==> src/rtl/brew_sequencer.sv <==
// Recipe-code driven brew sequencer: walks heater, water, coffee and milk phases
// with a start/busy/done/err handshake toward the panel logic.
module brew_sequencer #(
    parameter int T_HEAT   = 8,
    parameter int T_WATER  = 6,
    parameter int T_COFFEE = 4,
    parameter int T_MILK   = 3,
    parameter int CNT_W    = 8
) (
    input  logic       clk,
    input  logic       reset,
    input  logic       m1,
    input  logic       m0,
    input  logic       start,
    input  logic       cancel,
    output logic       heater,
    output logic       valve_agua,
    output logic       motor_cafe,
    output logic       valve_leche,
    output logic       busy,
    output logic       done,
    output logic       err,
    output logic [1:0] recipe
);

    typedef enum logic [2:0] {
        ST_IDLE   = 3'd0,
        ST_HEAT   = 3'd1,
        ST_WATER  = 3'd2,
        ST_COFFEE = 3'd3,
        ST_MILK   = 3'd4,
        ST_DONE   = 3'd5,
        ST_ERR    = 3'd6
    } state_t;

    localparam logic [CNT_W-1:0] HEAT_LAST   = CNT_W'(T_HEAT - 1);
    localparam logic [CNT_W-1:0] WATER_LAST  = CNT_W'(T_WATER - 1);
    localparam logic [CNT_W-1:0] COFFEE_LAST = CNT_W'(T_COFFEE - 1);
    localparam logic [CNT_W-1:0] MILK_LAST   = CNT_W'(T_MILK - 1);
    localparam logic [CNT_W-1:0] CNT_ZERO    = {CNT_W{1'b0}};
    localparam logic [CNT_W-1:0] CNT_ONE     = CNT_W'(1);

    state_t           state_r, state_s;
    logic [CNT_W-1:0] cnt_r, cnt_s, cnt_inc_s;
    logic [1:0]       recipe_r, recipe_s;

    // State, phase counter and recipe latch registers.
    always_ff @(posedge clk or posedge reset) begin
        if (reset) begin
            state_r  <= ST_IDLE;
            cnt_r    <= CNT_ZERO;
            recipe_r <= 2'b00;
        end else begin
            state_r  <= state_s;
            cnt_r    <= cnt_s;
            recipe_r <= recipe_s;
        end
    end

    // Next-state logic; cancel overrides every transition, recipe survives it.
    always_comb begin
        state_s   = state_r;
        cnt_s     = cnt_r;
        recipe_s  = recipe_r;
        cnt_inc_s = cnt_r + CNT_ONE;
        if (cancel) begin
            state_s = ST_IDLE;
            cnt_s   = CNT_ZERO;
        end else begin
            case (state_r)
                ST_IDLE: begin
                    if (start) begin
                        case ({m1, m0})
                            2'b01, 2'b11: begin
                                recipe_s = {m1, m0};
                                cnt_s    = CNT_ZERO;
                                state_s  = ST_HEAT;
                            end
                            2'b10:   state_s = ST_ERR;
                            default: state_s = ST_IDLE;
                        endcase
                    end else begin
                        state_s = ST_IDLE;
                    end
                end
                ST_HEAT: begin
                    if (cnt_r == HEAT_LAST) begin
                        state_s = ST_WATER;
                        cnt_s   = CNT_ZERO;
                    end else begin
                        cnt_s = cnt_inc_s;
                    end
                end
                ST_WATER: begin
                    if (cnt_r == WATER_LAST) begin
                        state_s = ST_COFFEE;
                        cnt_s   = CNT_ZERO;
                    end else begin
                        cnt_s = cnt_inc_s;
                    end
                end
                ST_COFFEE: begin
                    if (cnt_r == COFFEE_LAST) begin
                        state_s = (recipe_r == 2'b11) ? ST_MILK : ST_DONE;
                        cnt_s   = CNT_ZERO;
                    end else begin
                        cnt_s = cnt_inc_s;
                    end
                end
                ST_MILK: begin
                    if (cnt_r == MILK_LAST) begin
                        state_s = ST_DONE;
                        cnt_s   = CNT_ZERO;
                    end else begin
                        cnt_s = cnt_inc_s;
                    end
                end
                ST_DONE, ST_ERR: begin
                    state_s = ST_IDLE;
                    cnt_s   = CNT_ZERO;
                end
                default: begin
                    state_s = ST_IDLE;
                    cnt_s   = CNT_ZERO;
                end
            endcase
        end
    end

    // Moore decode straight off the state register keeps actuators one-hot.
    assign heater      = (state_r == ST_HEAT);
    assign valve_agua  = (state_r == ST_WATER);
    assign motor_cafe  = (state_r == ST_COFFEE);
    assign valve_leche = (state_r == ST_MILK);
    assign busy        = heater | valve_agua | motor_cafe | valve_leche;
    assign done        = (state_r == ST_DONE);
    assign err         = (state_r == ST_ERR);
    assign recipe      = recipe_r;

endmodule

==> config.mk <==
export PLATFORM = sky130hd
export DESIGN_NAME = brew_sequencer
export DESIGN_NICKNAME = d
export VERILOG_FILES = /design/src/rtl/brew_sequencer.sv
export SDC_FILE = /design/constraint.sdc
export NUM_CORES = 1
export LEC_CHECK = 0
export CAP_MARGIN = 15
export CORE_AREA = 8 8 56 58
export DETAILED_ROUTE_END_ITERATION = 6
export DIE_AREA = 0 0 64 66
export PLACE_DENSITY = 0.67
export SLEW_MARGIN = 10
export SYNTH_ARGS = -nofsm -noshare
export SYNTH_HDL_FRONTEND = slang
export SYNTH_SLANG_ARGS = --single-unit
==> constraint.sdc <==
create_clock -name clk -period 2 [get_ports clk]
set_input_delay 0.4 -clock clk [delete_from_list [all_inputs] [get_ports clk]]
set_output_delay 0.4 -clock clk [all_outputs]
set_load 0.03 [all_outputs]
# Word-level counts from Yosys, hierarchy flattened
# Index checks and enable logic that the tools add are counted.
# totals
romBits	0
latchBits	0
elab_cells	50
out_inout_bits	9
input_bits	6
ramBits	0
ff_bits	13
memories	0
# classes
div_mod_pow	0
magnitude_cmp	0
n_addsub	1
multipliers	0
n_reduce_logical	5
n_shift	0
bitwise	4
muxes	17
n_eq_ne	20
# op_table
operator	n
2-to-1 mux 8 bit	7
case mux 8 bit (5 select lines)	1
2-to-1 mux 3 bit	6
== test 8 x 2 -> 1 bit, second input constant	2
== test 8 x 3 -> 1 bit, second input constant	2
inequality test 3 x 2 -> 1 bit, second input constant	5
case mux 3 bit (5 select lines)	1
== test 3 bit, second input constant	3
adder 8 x 1 -> 8 bit, second input constant	1
AND reduction 4 bit	2
== test 2 bit, second input constant	3
== test 3 x 2 -> 1 bit, second input constant	2
case mux 3 bit (2 select lines)	1
== test 3 x 1 -> 1 bit, second input constant	1
logical NOT 3 bit	1
inequality test 3 bit, second input constant	1
OR 1 bit	3
== test 2 x 1 -> 1 bit, second input constant	1
AND reduction 2 bit	1
OR reduction 2 bit	1
2-to-1 mux 1 bit	1
inverter 1 bit	1

# Depth between registers and ports, before layout
# Gate-level depths: netlist of run 1.
# logic_depth
ltp_word	6
mapped_depth	7
depth_no_buf	7

# Worst setup path before layout of run 1
# Ideal clock, no wire load.
# synth_path
path_kind	register to output
from	register state_r[2]
to	output motor_cafe
stages_incl_launch_ff	4
arrival_ns	1.491
n_path_buf	2
required_time_ns	1.600
slack_ns	0.109
cell_sequence	dfrtp_1 buf_6 clkbuf_1 nor3_1
# synth_between
elab_chain_cells	1
# synth_lines
item	line	rtl
start: declaration	43	state_t state_r, state_s;
start signal: assignment	54	state_r <= state_s;
== test 3 x 2 -> 1 bit	133	assign motor_cafe = (state_r == ST_COFFEE);
end: declaration	18	output logic motor_cafe,
# No other way between the ends.

# Worst setup path in the final report of run 1
# Same ends and word-level chain as after synthesis.

==> metrics.csv, run 1 <==
metric,value,unit
outcome,completed,
register_area,328,sq um
syn_inst,115,
critical_path_required,1.60,ns
crit_type,register to output pin,
fill_cells,223,
start_util,42.6,%
die_x,64,um
cts_htree_levels,1,
ctsLongestPathBuffers,2,
cp-start-kind,register,
syn_area,988,sq um
cts_setup_buffers,0,
area_delta_synth_final,22.0,%
clk_pin_slew,0.08,ns
wl_per_cell,14.2,um
dpl.cell_count,161,
die_h,66,um
syn_area_per_cell,8.60,sq um
min_path_type,input pin to async pin,
cts_buffers,3,
min_period,1.86,ns
clkLatencyLatePin,0.28,ns
grt_pass1_vias,852,
post-route-drc-count,0,
p_total,1080,uW
maxSlewHeadroom,66.4,%
grt-ovfl-total,0,
yosysSeqAreaShare,32.9,%
rsz0062_at_grt,false,
gp_congestion,0.843,
power.internal,616,uW
rows,18,
dp_hpwl,1740,um
yosysUniqueCellTypes,35,
hold_buffers,0,
maxCapViolCount,0,
crit_fanout,12,
vdd_ir_drop_max,0.000479,V
switching_share,42.7,%
wl,2340,um
ys_seq_elements,13,
vias,899,
ctsRootBufferMaster,clkbuf_4,
pwr-share-clk,15.5,%
finalSetupTns,0,ns
finalHoldViolations,0,
power_density,892,mW/mm^2
instances_no_fill,165,
grt_pass1_wl,4000,um
crit_arrival,1.46,ns
power_frac_seq,33.4,%
ant_nets,0,
layout-drive-gt1-share,20.7,%
dieArea,0.00422,sq mm
firstDrtPassIters,4,
period_share,93.0,%
p_leak,0.000537,uW
fmax,0.537,GHz
antenna-diode-count,0,
crit_path_end_kind,output pin,
grt_antenna_before_repair,0,
drv_slew,0,
combPwrFrac,51.0,%
p_sw,459,uW
yosysWarnings,0,
grtUsageTotal,11.9,%
ioPinCount,15,
port_buffers,14,
core,0.00232,sq mm
finClkSkew,0.00266,ns
syn_nets,125,
setup_viol_count_final,0,
grt_max_degree,14,
drt-vias-per-instance,5.45,
drt_iter0_markers,48,
cts_tree,built,
fin_nets,146,
tightest_slew,0.504,ns
multi_input_area,602,sq um
numClockSinks,13,
per-layer routing:
layer / vias to the layer above / wire length, um / track usage [%]
met5: - / 0 / 0
met2: 35 / 1050 / 19.8
li1: 439 / - / -
met4: 0 / 38 / 6.69
met1: 421 / 1050 / 13.6
met3: 4 / 192 / 3.05
critical path: stages, from the launching register on:
cell	delay [ns]
dfrtp_2	0.49
buf_4	0.21
nor3_1	0.27
buf_4	0.21
cell usage in the layout (no fill, tap or decap), types with 2 or more instances in the layout:
master | synthesis | final
nor3_1 | 4 | 4
a22o_1 | 2 | 2
nand3_1 | 4 | 4
dfrtp_2 | 0 | 2
buf_4 | 0 | 16
inv_1 | 6 | 6
and3_1 | 5 | 5
and2b_1 | 3 | 3
xor2_1 | 4 | 4
nand2_1 | 13 | 13
nand2b_1 | 6 | 6
nor2_1 | 8 | 8
ha_1 | 4 | 4
clkbuf_4 | 0 | 3
a21oi_1 | 9 | 9
dfrtp_1 | 13 | 11
clkdlybuf4s50_1 | 0 | 7
o21ai_0 | 8 | 8
nor2b_1 | 2 | 2
cells in the mapped netlist, drive strengths merged:
cell type | instances | area, sq um
a2111oi | 1 | 27.5
a211o | 1 | 8.76
a211oi | 1 | 7.51
a21oi | 9 | 45.0
a22o | 2 | 17.5
a22oi | 2 | 20.0
a2bb2oi | 1 | 15.0
a31o | 1 | 17.5
and2b | 3 | 22.5
and3 | 5 | 31.3
buf | 5 | 31.3
clkbuf | 2 | 7.51
dfrtp | 13 | 325
ha | 4 | 50.1
inv | 6 | 22.5
mux2 | 1 | 11.3
mux2i | 1 | 10.0
nand2 | 13 | 48.8
nand2b | 6 | 37.5
nand3 | 4 | 20.0
nand4 | 1 | 6.26
nor2 | 8 | 30.0
nor2b | 2 | 12.5
nor3 | 4 | 20.0
nor4 | 1 | 6.26
o21ai | 9 | 45.0
o221ai | 1 | 8.76
o32ai | 1 | 16.3
or3 | 1 | 6.26
xnor2 | 2 | 25.0
xor2 | 4 | 35.0
power groups by stage:
stage	logic [uW]	registers [uW]	clock network (uW)
final	549	360	167
after global routing	597	368	183
after CTS	551	358	178
after detailed placement	549	362	0
after global placement	544	357	0
after floorplan	380	347	0
area by class of cell:
cell class	instances	area share (%)
Multi-Input combinational cell	89	49.9
Sequential cell	13	27.2
Timing Repair Buffer	23	15.8
Tap cell	30	3.11
Clock buffer	4	2.18
Inverter	6	1.87
per-stage QoR:
| step | worst slack, ns | area (sq um) | hold slack (ns) | util [%] |
|---|---|---|---|---|
| floorplan | 0.109 | 988 | 0.277 | - |
| global placement | 0.0632 | 1180 | 0.472 | 50.8 |
| detailed placement | 0.0290 | 1180 | 0.483 | 50.8 |
| CTS | 0.0818 | 1200 | 0.462 | 51.9 |
| global route | 0.0360 | 1210 | 0.517 | 52.0 |
| finish | 0.139 | 1210 | 0.442 | 52.0 |
registers in the layout, indices dropped and copies added (netlist names):
name	cells
cnt_r	8
state_r	3
recipe	2
path summary, 6_finish.rpt:
| check | endpoint | cells past startpoint | slack, ns | startpoint |
|---|---|---|---|---|
| max reg2reg | state_r[1] | 6 | 0.27 | cnt_r[0] |
| max | motor_cafe | 3 | 0.14 | state_r[2] |
| min | cnt_r[4] | 2 | 0.44 | reset |
| min reg2reg | recipe[0] | 1 | 0.50 | recipe[0] |
| max in group asynchronous | state_r[0] | 2 | 1.19 | reset |
| min in group clk | recipe[0] | 1 | 0.50 | recipe[0] |
cells by family after synthesis:
logic type	Yosys count	synth area share (%)
AND/OR/NAND/NOR	48	24.4
AO/OA/AOI/OAI	29	23.2
buffers and inverters	13	6.20
flip-flops	13	32.9
XOR/XNOR	6	6.08
adder cells (fa/ha/maj)	4	5.06
multiplexers	2	2.15
repair_timing:
action | in CTS | in global routing
endpoints found under the setup margin | 1 | 1
resized for setup | 1 | 1
pin swaps | 0 | 0
(Power assumes the default switching activity.)
==> inputs of run 2 (changes only) <==
--- a/config.mk
+++ b/config.mk
@@ -5,7 +5,7 @@
 export SDC_FILE = /design/constraint.sdc
 export NUM_CORES = 1
 export LEC_CHECK = 0
-export CAP_MARGIN = 15
+export CAP_MARGIN = 20
 export CORE_AREA = 8 8 56 58
 export DETAILED_ROUTE_END_ITERATION = 6
 export DIE_AREA = 0 0 64 66
==> results of run 2 <==
Same layout as run 1: the final DEF is identical, and so are final timing and power.
